## config.mk

```make
export PLATFORM = sky130hd
export DESIGN_NAME = mem_arbiter_flat
export DESIGN_NICKNAME = d
export VERILOG_FILES = /design/src/rtl/mem_arbiter_pkg.sv /design/src/rtl/mem_arbiter_if.sv /design/src/rtl/mem_arb_sel.sv /design/src/rtl/mem_arbiter.sv /design/src/flat_wrapper.sv
export SDC_FILE = /design/constraint.sdc
export NUM_CORES = 1
export LEC_CHECK = 0
export BUFFER_PORTS_ARGS = -buffer_cell sky130_fd_sc_hd__buf_2
export CAP_MARGIN = 20
export CORE_MARGIN = 8
export CORE_UTILIZATION = 40
export CTS_CLUSTER_SIZE = 14
export DETAILED_ROUTE_END_ITERATION = 7
export PLACE_DENSITY = 0.78
export SLEW_MARGIN = 20
export SYNTH_ARGS = -nofsm -noshare
export SYNTH_HDL_FRONTEND = slang
export SYNTH_SLANG_ARGS = --single-unit
export TNS_END_PERCENT = 5
```

## constraint.sdc

```tcl
create_clock -name clk -period 3.08 [get_ports clk]
set_input_delay 0 -clock clk [delete_from_list [all_inputs] [get_ports clk]]
set_output_delay 0 -clock clk [all_outputs]
set_load 0.01 [all_outputs]
```

## src/rtl/mem_arbiter_pkg.sv

```systemverilog
// Shared constants for the memory arbiter: default widths, starvation counter
// width and FSM state encodings.
package mem_arbiter_pkg;

    localparam int ADDR_W_DEF   = 8;
    localparam int DATA_W_DEF   = 16;
    localparam int MAX_WAIT_DEF = 3;
    localparam int CNT_W        = 4;

    typedef enum logic [1:0] {
        ST_IDLE  = 2'd0,
        ST_FETCH = 2'd1,
        ST_DATA  = 2'd2
    } arb_state_t;

endpackage

```

## src/rtl/mem_arbiter_if.sv

```systemverilog
// Bus bundle between the two requesters, the arbiter and the memory.
// The slave view is what the arbiter sees; master is the requester/memory side.
interface mem_arbiter_if
    import mem_arbiter_pkg::*;
#(
    parameter int ADDR_W = ADDR_W_DEF,
    parameter int DATA_W = DATA_W_DEF
);
    logic              if_req;
    logic [ADDR_W-1:0] if_addr;
    logic              if_gnt;
    logic              if_done;
    logic [DATA_W-1:0] if_rdata;

    logic              d_req;
    logic              d_we;
    logic [ADDR_W-1:0] d_addr;
    logic [DATA_W-1:0] d_wdata;
    logic              d_gnt;
    logic              d_done;
    logic [DATA_W-1:0] d_rdata;

    logic              mem_en;
    logic              mem_we;
    logic [ADDR_W-1:0] mem_addr;
    logic [DATA_W-1:0] mem_wdata;
    logic [DATA_W-1:0] mem_rdata;
    logic              mem_ready;

    logic              busy;

    modport slave (
        input  if_req, if_addr,
        output if_gnt, if_done, if_rdata,
        input  d_req, d_we, d_addr, d_wdata,
        output d_gnt, d_done, d_rdata,
        output mem_en, mem_we, mem_addr, mem_wdata,
        input  mem_rdata, mem_ready,
        output busy
    );

    modport master (
        output if_req, if_addr,
        input  if_gnt, if_done, if_rdata,
        output d_req, d_we, d_addr, d_wdata,
        input  d_gnt, d_done, d_rdata,
        input  mem_en, mem_we, mem_addr, mem_wdata,
        output mem_rdata, mem_ready,
        input  busy
    );

endinterface

```

## src/rtl/mem_arb_sel.sv

```systemverilog
// Priority select: data wins unless fetch has lost MAX_WAIT contested
// arbitrations in a row, in which case fetch wins.
module mem_arb_sel
    import mem_arbiter_pkg::*;
#(
    parameter int MAX_WAIT = MAX_WAIT_DEF
) (
    input  logic clk,
    input  logic rst_n,
    input  logic if_req,
    input  logic d_req,
    input  logic arb_en,
    input  logic fetch_granted,
    output logic sel_fetch
);

    localparam logic [CNT_W-1:0] SAT = CNT_W'(MAX_WAIT);

    logic [CNT_W-1:0] starve_cnt;

    assign sel_fetch = if_req && (!d_req || (starve_cnt == SAT));

    // Only contested losses count; an uncontested data grant leaves the count alone.
    always_ff @(posedge clk) begin
        if (!rst_n) begin
            starve_cnt <= '0;
        end else if (fetch_granted) begin
            starve_cnt <= '0;
        end else if (arb_en && if_req && d_req && !sel_fetch && (starve_cnt != SAT)) begin
            starve_cnt <= starve_cnt + CNT_W'(1);
        end
    end

endmodule

```

## src/rtl/mem_arbiter.sv

```systemverilog
// Two-requester memory arbiter: instruction fetch and data port share one
// single-outstanding memory interface with starvation-bounded data priority.
//
//   state    | meaning
//   ---------+--------------------------------------------------------
//   ST_IDLE  | no access in flight; arbitrate any pending request
//   ST_FETCH | fetch access in flight; mem_en high until mem_ready
//   ST_DATA  | load/store access in flight; mem_en high until mem_ready
module mem_arbiter
    import mem_arbiter_pkg::*;
#(
    parameter int ADDR_W   = ADDR_W_DEF,
    parameter int DATA_W   = DATA_W_DEF,
    parameter int MAX_WAIT = MAX_WAIT_DEF
) (
    input  logic       clk,
    input  logic       rst_n,
    mem_arbiter_if.slave bus
);

    arb_state_t        state;
    arb_state_t        state_nx;

    logic              arb_en;
    logic              sel_fetch;
    logic              fetch_granted;

    logic              we_q;
    logic              if_gnt_q;
    logic              d_gnt_q;
    logic              if_done_q;
    logic              d_done_q;
    logic [ADDR_W-1:0] addr_q;
    logic [DATA_W-1:0] wdata_q;
    logic [DATA_W-1:0] if_rdata_q;
    logic [DATA_W-1:0] d_rdata_q;

    assign arb_en        = (state == ST_IDLE) && (bus.if_req || bus.d_req);
    assign fetch_granted = arb_en && sel_fetch;

    mem_arb_sel #(
        .MAX_WAIT (MAX_WAIT)
    ) u_sel (
        .clk           (clk),
        .rst_n         (rst_n),
        .if_req        (bus.if_req),
        .d_req         (bus.d_req),
        .arb_en        (arb_en),
        .fetch_granted (fetch_granted),
        .sel_fetch     (sel_fetch)
    );

    always_ff @(posedge clk) begin
        if (!rst_n) begin
            state <= ST_IDLE;
        end else begin
            state <= state_nx;
        end
    end

    // mem_ready is only looked at in the access states, which is exactly when mem_en is high.
    always_comb begin
        state_nx = state;
        case (state)
            ST_IDLE: begin
                if (arb_en) begin
                    state_nx = sel_fetch ? ST_FETCH : ST_DATA;
                end
            end
            ST_FETCH, ST_DATA: begin
                if (bus.mem_ready) begin
                    state_nx = ST_IDLE;
                end
            end
            default: state_nx = ST_IDLE;
        endcase
    end

    always_ff @(posedge clk) begin
        if (!rst_n) begin
            we_q       <= 1'b0;
            if_gnt_q   <= 1'b0;
            d_gnt_q    <= 1'b0;
            if_done_q  <= 1'b0;
            d_done_q   <= 1'b0;
            addr_q     <= '0;
            wdata_q    <= '0;
            if_rdata_q <= '0;
            d_rdata_q  <= '0;
        end else begin
            if_gnt_q  <= 1'b0;
            d_gnt_q   <= 1'b0;
            if_done_q <= 1'b0;
            d_done_q  <= 1'b0;

            if (arb_en) begin
                if (sel_fetch) begin
                    if_gnt_q <= 1'b1;
                    addr_q   <= bus.if_addr;
                    we_q     <= 1'b0;
                end else begin
                    d_gnt_q  <= 1'b1;
                    addr_q   <= bus.d_addr;
                    wdata_q  <= bus.d_wdata;
                    we_q     <= bus.d_we;
                end
            end

            if ((state == ST_FETCH) && bus.mem_ready) begin
                if_done_q  <= 1'b1;
                if_rdata_q <= bus.mem_rdata;
            end

            // Stores complete without touching the load result register.
            if ((state == ST_DATA) && bus.mem_ready) begin
                d_done_q <= 1'b1;
                if (!we_q) begin
                    d_rdata_q <= bus.mem_rdata;
                end
            end
        end
    end

    assign bus.if_gnt    = if_gnt_q;
    assign bus.d_gnt     = d_gnt_q;
    assign bus.if_done   = if_done_q;
    assign bus.d_done    = d_done_q;
    assign bus.if_rdata  = if_rdata_q;
    assign bus.d_rdata   = d_rdata_q;
    assign bus.mem_en    = (state != ST_IDLE);
    assign bus.mem_we    = (state == ST_DATA) && we_q;
    assign bus.mem_addr  = addr_q;
    assign bus.mem_wdata = wdata_q;
    assign bus.busy      = (state != ST_IDLE);

endmodule

```

## src/flat_wrapper.sv

```systemverilog
// flat-port wrapper written by rule: the top's interface ports become plain ports
module mem_arbiter_flat import mem_arbiter_pkg::*;
#(
    parameter int ADDR_W   = ADDR_W_DEF,
    parameter int DATA_W   = DATA_W_DEF,
    parameter int MAX_WAIT = MAX_WAIT_DEF
)
  (clk, rst_n, bus_if_req, bus_if_addr, bus_if_gnt, bus_if_done, bus_if_rdata, bus_d_req, bus_d_we, bus_d_addr, bus_d_wdata, bus_d_gnt, bus_d_done, bus_d_rdata, bus_mem_en, bus_mem_we, bus_mem_addr, bus_mem_wdata, bus_mem_rdata, bus_mem_ready, bus_busy);
  mem_arbiter_if #(.ADDR_W(ADDR_W), .DATA_W(DATA_W)) bus_i ();
  input  logic clk;
  input  logic rst_n;
  input wire logic [$bits(bus_i.if_req)-1:0] bus_if_req;
  input wire logic [$bits(bus_i.if_addr)-1:0] bus_if_addr;
  output wire logic [$bits(bus_i.if_gnt)-1:0] bus_if_gnt;
  output wire logic [$bits(bus_i.if_done)-1:0] bus_if_done;
  output wire logic [$bits(bus_i.if_rdata)-1:0] bus_if_rdata;
  input wire logic [$bits(bus_i.d_req)-1:0] bus_d_req;
  input wire logic [$bits(bus_i.d_we)-1:0] bus_d_we;
  input wire logic [$bits(bus_i.d_addr)-1:0] bus_d_addr;
  input wire logic [$bits(bus_i.d_wdata)-1:0] bus_d_wdata;
  output wire logic [$bits(bus_i.d_gnt)-1:0] bus_d_gnt;
  output wire logic [$bits(bus_i.d_done)-1:0] bus_d_done;
  output wire logic [$bits(bus_i.d_rdata)-1:0] bus_d_rdata;
  output wire logic [$bits(bus_i.mem_en)-1:0] bus_mem_en;
  output wire logic [$bits(bus_i.mem_we)-1:0] bus_mem_we;
  output wire logic [$bits(bus_i.mem_addr)-1:0] bus_mem_addr;
  output wire logic [$bits(bus_i.mem_wdata)-1:0] bus_mem_wdata;
  input wire logic [$bits(bus_i.mem_rdata)-1:0] bus_mem_rdata;
  input wire logic [$bits(bus_i.mem_ready)-1:0] bus_mem_ready;
  output wire logic [$bits(bus_i.busy)-1:0] bus_busy;
  assign bus_i.if_req = bus_if_req;
  assign bus_i.if_addr = bus_if_addr;
  assign bus_if_gnt = bus_i.if_gnt;
  assign bus_if_done = bus_i.if_done;
  assign bus_if_rdata = bus_i.if_rdata;
  assign bus_i.d_req = bus_d_req;
  assign bus_i.d_we = bus_d_we;
  assign bus_i.d_addr = bus_d_addr;
  assign bus_i.d_wdata = bus_d_wdata;
  assign bus_d_gnt = bus_i.d_gnt;
  assign bus_d_done = bus_i.d_done;
  assign bus_d_rdata = bus_i.d_rdata;
  assign bus_mem_en = bus_i.mem_en;
  assign bus_mem_we = bus_i.mem_we;
  assign bus_mem_addr = bus_i.mem_addr;
  assign bus_mem_wdata = bus_i.mem_wdata;
  assign bus_i.mem_rdata = bus_mem_rdata;
  assign bus_i.mem_ready = bus_mem_ready;
  assign bus_busy = bus_i.busy;
  mem_arbiter #(.ADDR_W(ADDR_W), .DATA_W(DATA_W), .MAX_WAIT(MAX_WAIT)) u_core (.clk(clk), .rst_n(rst_n), .bus(bus_i));
endmodule
```

# --- Yosys cells after proc, flatten, opt, wreduce, memory -nomap -nowiden ---
# Index checks and enable logic that the tools add are counted.
word_totals:
  wordCells: 53
  regBits: 67
  out_inout_bits: 63
  inputBits: 54
classes:
  reduce_logical: 22
  n_addsub: 1
  bitwise_logic: 3
  muxes: 10
  n_eq_ne: 6
ops:
  columns: ["operator", "n"]
  rows:
  - ["logical AND 1 bit", 10]
  - ["2-to-1 mux 8 bit", 1]
  - ["AND reduction 2 bit", 4]
  - ["2-to-1 mux 2 bit", 3]
  - ["2-to-1 mux 1 bit", 5]
  - ["adder 4 x 1 -> 4 bit, second input constant", 1]
  - ["== test 4 x 2 -> 1 bit, second input constant", 1]
  - ["!= test 4 x 2 -> 1 bit, second input constant", 1]
  - ["case mux 2 bit (2 select lines)", 1]
  - ["OR reduction 2 bit", 2]
  - ["inverter 1 bit", 3]
  - ["== test 2 x 1 -> 1 bit, second input constant", 1]
  - ["== test 2 bit, second input constant", 1]
  - ["zero test 1 bit", 2]
  - ["zero test 2 bit", 1]
  - ["logical OR 1 bit", 2]
  - ["!= test 2 x 1 -> 1 bit, second input constant", 1]
  - ["!= test 2 bit, second input constant", 1]
  - ["nonzero test 2 bit", 1]

# --- Longest topological paths before layout ---
# Gate-level depths: netlist of the first run.
logic_depth:
  depth_word: 6
  depth_mapped: 7
  mapped_depth_nobuf: 5

# --- By module ---
# From an unflattened synthesis of the first run, not the netlist that was laid out.
unflattened:
  hier_cells: 307
  area_unflattened_um2: 2810.2
by_module_without_submodules:
  columns: ["mod", "seq_area_each_um2", "area_each_um2", "n_inst", "cells_per_inst"]
  rows:
  - ["mem_arbiter", 1261.2, 2590.0, 1, 282]
  - ["mem_arb_sel", 80.1, 220.2, 1, 25]

# --- Worst setup path after synthesis of the first run ---
# OpenSTA, ideal clock, no wires.
synth_timing:
  path_kind: "reg2reg"
  from: "register u_core.state[0]"
  to: "register u_core.addr_q[0] (netlist: u_core.bus.mem_addr[0])"
  setup_ns: 0.115
  stages_incl_launch_ff: 7
  path_slack_ns: 1.628
  period_less_slack_ns: 1.452
  required_ns: 2.965
  n_path_buf: 1
  arrival_ns: 1.337
  cell_sequence: "dfxtp_1 inv_1 ha_1 and2_1 clkbuf_1 a32o_1 o21a_1"
synth_between:
  elab_chain_cells: 2
synth_rtl:
  columns: ["element", "line", "rtl"]
  rows:
  - ["start, declared", "mem_arbiter.sv:21", "arb_state_t state;"]
  - ["start signal, assigned", "mem_arbiter.sv:57", "state <= state_nx;"]
  - ["zero test 2 bit", "mem_arbiter.sv:38", "assign arb_en = (state == ST_IDLE) && (bus.if_req || bus.d_req);"]
  - ["logical AND 1 bit", "mem_arbiter.sv:38", null]
  - ["end signal, assigned", "mem_arbiter.sv:99", "addr_q <= bus.if_addr;"]
  - ["end signal, assigned", "mem_arbiter.sv:103", "addr_q <= bus.d_addr;"]
  - ["end, declared", "mem_arbiter.sv:33", "logic [ADDR_W-1:0] addr_q;"]
# No other way between the ends.
# A chain may end at the register's enable or synchronous reset.

# --- Worst setup path after layout of the first run ---
layout_timing:
  from: "register u_core.state[0]"
  to: "register u_core.wdata_q[11] (netlist: u_core.bus.mem_wdata[11])"
layout_between:
  elab_chain_cells: 3
layout_rtl:
  columns: ["element", "line", "rtl"]
  rows:
  - ["zero test 2 bit", "mem_arbiter.sv:38", null]
  - ["logical AND 1 bit", "mem_arbiter.sv:38", null]
  - ["AND reduction 2 bit (no line)", null, null]
  - ["end signal, assigned", "mem_arbiter.sv:104", "wdata_q <= bus.d_wdata;"]
  - ["end, declared", "mem_arbiter.sv:34", "logic [DATA_W-1:0] wdata_q;"]
# No other way between the ends.

==> flow_metrics.tcl, run 1 <==
set metrics [dict create \
    overflow 0 \
    design.portCount 117 \
    grt_pass1_wl_mm 12.9 \
    status "complete, no violations" \
    place_inst 490 \
    dpl.hpwl_mm 5.18 \
    arrival_ns 2.26 \
    crit_family "simple AND/OR/NAND/NOR gates" \
    hold_viol 0 \
    fin_worst_skew_ns 0.00698 \
    viasPerCell 4.91 \
    syn_inst 316 \
    post_cts_resized 0 \
    clk_path_buf_depth 2 \
    antenna_found_initial 0 \
    period_needed_ns 2.01 \
    worstMarginPinSlew_ns 0.795 \
    path_clk_slew_ns 0.08 \
    multiInputGateArea_um2 1230 \
    cpMostUsedCell "and2_1" \
    setup_viol 0 \
    gp_congestion 0.787 \
    seq_area_frac_synth_pct 49.6 \
    drtAntennaViolNets 0 \
    synthToLayoutAreaGrowth_pct 41.9 \
    grt_pass1_vias 2710 \
    yosys.area.top_type "dfxtp_1" \
    wl_met2_mm 3.77 \
    seqCellArea_um2 1340 \
    worstHoldPathType "input pin to flip-flop" \
    p_leak_uw 0.00176 \
    rsz0062_at_grt "no" \
    vias 2660 \
    root_buffer "clkbuf_8" \
    wl_met3_um 511 \
    grt_max_degree 45 \
    grt_usage_pct 16.0 \
    yosysTopAreaCellShare_pct 49.6 \
    drt_iter0_drc 56 \
    final_max_slew_viol_count 0 \
    critPathCaptureType "flip-flop" \
    clock-sinks 67 \
    worstPathBufferInverterCount 2 \
    synth_area_leaders "dfxtp_1, nand2_1, a21oi_1, mux2i_1, a32o_1" \
    ir_drop_mv 0.244 \
    place_area_um2 3290 \
    cts_buffers 9 \
    p_per_area_nw_per_um2 507 \
    synth_area_um2 2710 \
    cts_tree "built" \
    dieArea_um2 9650 \
    critical_path_required_ns 3.33 \
    top_layer_used "met4" \
    initial_utilization_pct 40.5 \
    core_area_um2 6680 \
    routedWlPerCell_um 14.2 \
    relSlewSlack_pct 46.6 \
    antenna_cells 0 \
    nFillCells 610 \
    drive_gt1_share_pct 29.4 \
    drt-total-wl_mm 7.71 \
    crit_slowest_cell "and2_1" \
    fp-row-count 30 \
    design_area_um2 3840 \
    critPathMaxStageDelay_ns 0.43 \
    port_buffers 116 \
    fin_crit_sh_pct 65.3 \
    drv_cap 0 \
    layout_commonest_cell "buf_2" \
    clk_latency_ns 0.33 \
    final_cell_mix "buf_2, nand2_1, dfxtp_1" \
    synth_fp_nets 374 \
    setup_tns_ns 0 \
    clock.fmax_ghz 0.498 \
    nets 515 \
    die_y_um 98.2 \
    drt-met1-wl_mm 3.28 \
    stdcell_count 542 \
    netlist-cell-type-count 35 \
    worstPathMaxFanout 16 \
    die_w_um 98.2 \
    ys_seq_elements 67 \
    start_kind "flip-flop" \
    drc 0 \
    crit_chain "inv_1, ha_1, and2_1, and2_1, buf_4, mux2i_1" \
    drt_pre_antenna_iters 4 \
    yosys_warnings 0 \
    crit_type "flip-flop to flip-flop" \
    synth_area_per_cell_um2 8.56 \
    htree_levels 3 \
]
final cells by class:
cell class | count | area share (%)
clock buffers | 9 | 3.23
clock inverters | 7 | 1.79
inverters | 4 | 0.391
multi-input cells | 221 | 32.1
repair buffers | 154 | 24.9
flip-flops and latches | 67 | 34.9
well taps | 80 | 2.61
tightest hold or removal path, stage by stage:
cell and delay [ns]:
buf_2 0.08, a32o_1 0.14, o21a_1 0.10
path summary, 6_finish.rpt:
kind	startpoint	endpoint	slack, ns	depth (start not counted)
setup / recovery	u_core.state[0]	u_core.bus.mem_wdata[11]	1.07	6
hold / removal	bus_d_addr[2]	u_core.bus.mem_addr[2]	0.01	3
setup reg to reg	u_core.state[0]	u_core.bus.mem_wdata[11]	1.07	6
hold reg to reg	u_core.bus.d_rdata[8]	u_core.bus.d_rdata[8]	0.45	2
state kept, by name (all words and copies together), names as in the netlist:
signal                   cells
u_core.state                 2
u_core.bus.d_gnt             1
u_core.bus.mem_wdata        16
u_core.bus.mem_addr          8
u_core.bus.if_rdata         16
u_core.u_sel.starve_cnt      4
u_core.bus.if_gnt            1
u_core.bus.d_rdata          16
u_core.bus.if_done           1
u_core.we_q                  1
u_core.bus.d_done            1
metal layers:
metal,vias up,GRT usage (%)
met4,0,6.49
met2,86,27.2
met3,14,4.98
met5,-,0
li1,1348,-
met1,1212,18.3
cells in the mapped netlist (all sizes together):
| cell | count |
|---|---|
| o21ai | 5 |
| dfxtp | 67 |
| o31ai | 1 |
| nand4bb | 1 |
| buf | 8 |
| o21a | 7 |
| nor2 | 2 |
| nor3 | 1 |
| inv | 4 |
| a211o | 1 |
| a32oi | 1 |
| mux2i | 17 |
| clkbuf | 16 |
| o211ai | 1 |
| nand3 | 2 |
| nand3b | 2 |
| or3b | 1 |
| nor2b | 2 |
| a32o | 7 |
| a21oi | 41 |
| nand2 | 104 |
| and2 | 4 |
| nand2b | 2 |
| nor3b | 2 |
| o311a | 1 |
| or3 | 2 |
| and3b | 1 |
| ha | 4 |
| a211oi | 4 |
| nand4 | 1 |
| a21boi | 1 |
| and3 | 3 |
per-stage QoR:
step           setup WS [ns]  total power, uW  util [%]  hold slack (ns)
2_1_floorplan           1.63             1120         -            0.136
3_3_place_gp            1.18             1220      49.2            0.250
3_5_place_dp            1.10             1220      49.2            0.255
4_1_cts                 1.07             1970      57.5        0.0000210
5_1_grt                0.875             2040      57.5           0.0125
6_report                1.07             1950      57.5           0.0106
logic make-up (layout without fill, tap and decap cells):
group | count (synthesis) | count (layout) | synth area share (%)
AOI/OAI and AO/OA | 70 | 70 | 16.2
adders and majority gates | 4 | 4 | 1.85
buffers and inverters | 28 | 174 | 4.81
DFF | 67 | 67 | 49.6
muxes | 17 | 17 | 6.29
and+or+nand+nor | 130 | 130 | 21.3
power by group:
part           total (uW)  internal (uW)  leakage (uW)  switching (uW)
registers             935            912      0.000546            23.4
logic                 304            145       0.00112             159
clock network         708            371     0.0000950             337
what timing repair did:
action,4_1_cts,5_1_grt
setup buffers,0,0
endpoints found under the setup margin,0,0
endpoints found under the hold margin,52,0
hold buffers,36,0
Power figures use the tool's default switching activity.
==> run 2: changes to the inputs <==
Clock period 3.08 ns to 2.1 ns, I/O delays scaled along.
==> run 2 against run 1 <==
Net effect: final cell count unchanged; largest power group unchanged; first-iteration DRC count increased by 63%; combinational power increased by 48%; via count decreased by 0.64%.
==> flow_metrics.tcl, run 2 (same netlist as run 1, synthesis figures left out) <==
set metrics [dict create \
    status "complete, no violations" \
    gp_congestion 0.779 \
    setup_tns_ns 0 \
    fp-row-count 30 \
    die_y_um 98.2 \
    clock-sinks 67 \
    rsz0062_at_grt "no" \
    worstMarginPinSlew_ns 0.731 \
    worstPathMaxFanout 16 \
    place_inst 493 \
    routedWlPerCell_um 14.4 \
    worstHoldPathType "input pin to flip-flop" \
    rr_worst_depth 6 \
    arrival_ns 2.08 \
    r2r-end "u_core.bus.mem_wdata[0]" \
    stdcell_count 542 \
    design.portCount 117 \
    drive_gt1_share_pct 29.7 \
    final_max_slew_viol_count 0 \
    cts_tree "built" \
    drt_iter0_drc 91 \
    drt-met1-wl_mm 3.28 \
    drc 0 \
    critical_path_required_ns 2.35 \
    worstHoldStart "bus_d_addr[3]" \
    cts_buffers 9 \
    design_area_um2 3830 \
    ir_drop_mv 0.470 \
    vias 2643 \
    dpl.hpwl_mm 5.44 \
    crit_type "flip-flop to flip-flop" \
    drv_cap 0 \
    min_path_cells 3 \
    clk_path_buf_depth 2 \
    top_layer_used "met4" \
    fin_worst_skew_ns 0.00945 \
    period_needed_ns 1.83 \
    nFillCells 616 \
    critPathCaptureType "flip-flop" \
    start_kind "flip-flop" \
    fin_crit_sh_pct 87.1 \
    die_w_um 98.2 \
    path_clk_slew_ns 0.07 \
    antenna_found_initial 0 \
    root_buffer "clkbuf_8" \
    port_buffers 116 \
    min_to "u_core.bus.mem_addr[3]" \
    place_area_um2 3310 \
    grt_pass1_vias 2627 \
    layout_commonest_cell "buf_2" \
    timing.rr.start "u_core.state[0]" \
    core_area_um2 6680 \
    p_leak_uw 0.00176 \
    grt_pass1_wl_mm 12.8 \
    setup_viol 0 \
    hold_viol 0 \
    p_per_area_nw_per_um2 738 \
    dieArea_um2 9650 \
    drt-total-wl_mm 7.81 \
    grt_max_degree 44 \
    wl_met2_mm 3.94 \
    grt_usage_pct 16.0 \
    clock.fmax_ghz 0.547 \
    drtAntennaViolNets 0 \
    antenna_cells 0 \
    synthToLayoutAreaGrowth_pct 41.6 \
    relSlewSlack_pct 50.9 \
    cts_setup_buffers 0 \
    final_cell_mix "buf_2, nand2_1, dfxtp_1" \
    overflow 0 \
    initial_utilization_pct 40.5 \
    drt_pre_antenna_iters 4 \
    wl_met3_um 509 \
    r2r_setup_slack_ns 0.27 \
    viasPerCell 4.88 \
    htree_levels 3 \
    clk_latency_ns 0.33 \
    nets 516 \
]
run 2: cell types whose count changed in the layout (fill, tap and decap cells not counted), sizes merged:
cell | previous run | this run
buf | 118 | 121
clkbuf | 9 | 10
clkinv | 4 | 2
dlygate4sd3 | 36 | 34
run 2: per-stage QoR:
step | hold slack, ns | setup slack (ns) | util, % | power [uW]
after CTS | 0.00227 | 0.271 | 57.3 | 2860
after global placement | 0.249 | 0.383 | 49.5 | 1790
after global routing | 0.00590 | 0.108 | 57.3 | 2970
final | 0.0144 | 0.272 | 57.3 | 2830
after floorplan | 0.136 | 0.648 | - | 1640
after detailed placement | 0.254 | 0.295 | 49.5 | 1800
run 2: repair_timing:
| item | CTS | global route |
|---|---|---|
| hold buffers | 34 | 0 |
| endpoints found under the hold margin | 50 | 0 |
| gates resized for setup | 0 | 0 |
run 2: how the worst max path moves through the flow:
stage,to,depth (start not counted),slack [ns],start
after floorplan,u_core.bus.mem_addr[0],6,0.65,u_core.state[0]
after global placement,u_core.bus.mem_wdata[8],6,0.38,u_core.state[0]
after detailed placement,u_core.bus.mem_wdata[0],6,0.29,u_core.state[0]
after CTS,u_core.bus.mem_wdata[0],6,0.27,u_core.state[0]
after global routing,u_core.bus.mem_wdata[0],6,0.11,u_core.state[0]
final,u_core.bus.mem_wdata[0],6,0.27,u_core.state[0]
run 2: layer usage:
metal	up-vias	global-route usage [%]
li1	1346	-
met1	1222	17.4
met2	66	28.3
met3	9	5.97
met4	0	4.72
met5	-	0
run 2: worst max-delay path: stages, from the launching register on:
cell	delay [ns]
dfxtp_1	0.33
inv_1	0.08
ha_1	0.27
and2_1	0.40
and2_1	0.18
buf_4	0.27
mux2i_1	0.22
run 2: final cells by class:
| cell class | instances | area (um^2) | share of cell area (%) |
|---|---|---|---|
| clock buffer | 10 | 128 | 3.33 |
| clock inverter | 5 | 55.1 | 1.44 |
| inverter | 4 | 15.0 | 0.392 |
| multi-input combinational | 221 | 1230 | 32.2 |
| sequential | 67 | 1340 | 35.0 |
| tap | 80 | 100 | 2.61 |
| timing repair buffer | 155 | 958 | 25.0 |
run 2: power by group:
part | leakage (uW) | switching [uW] | internal [uW]
Sequential | 0.000546 | 35.0 | 1340
Combinational | 0.00112 | 234 | 216
Clock | 0.0000881 | 469 | 538
Total | 0.00176 | 737 | 2090
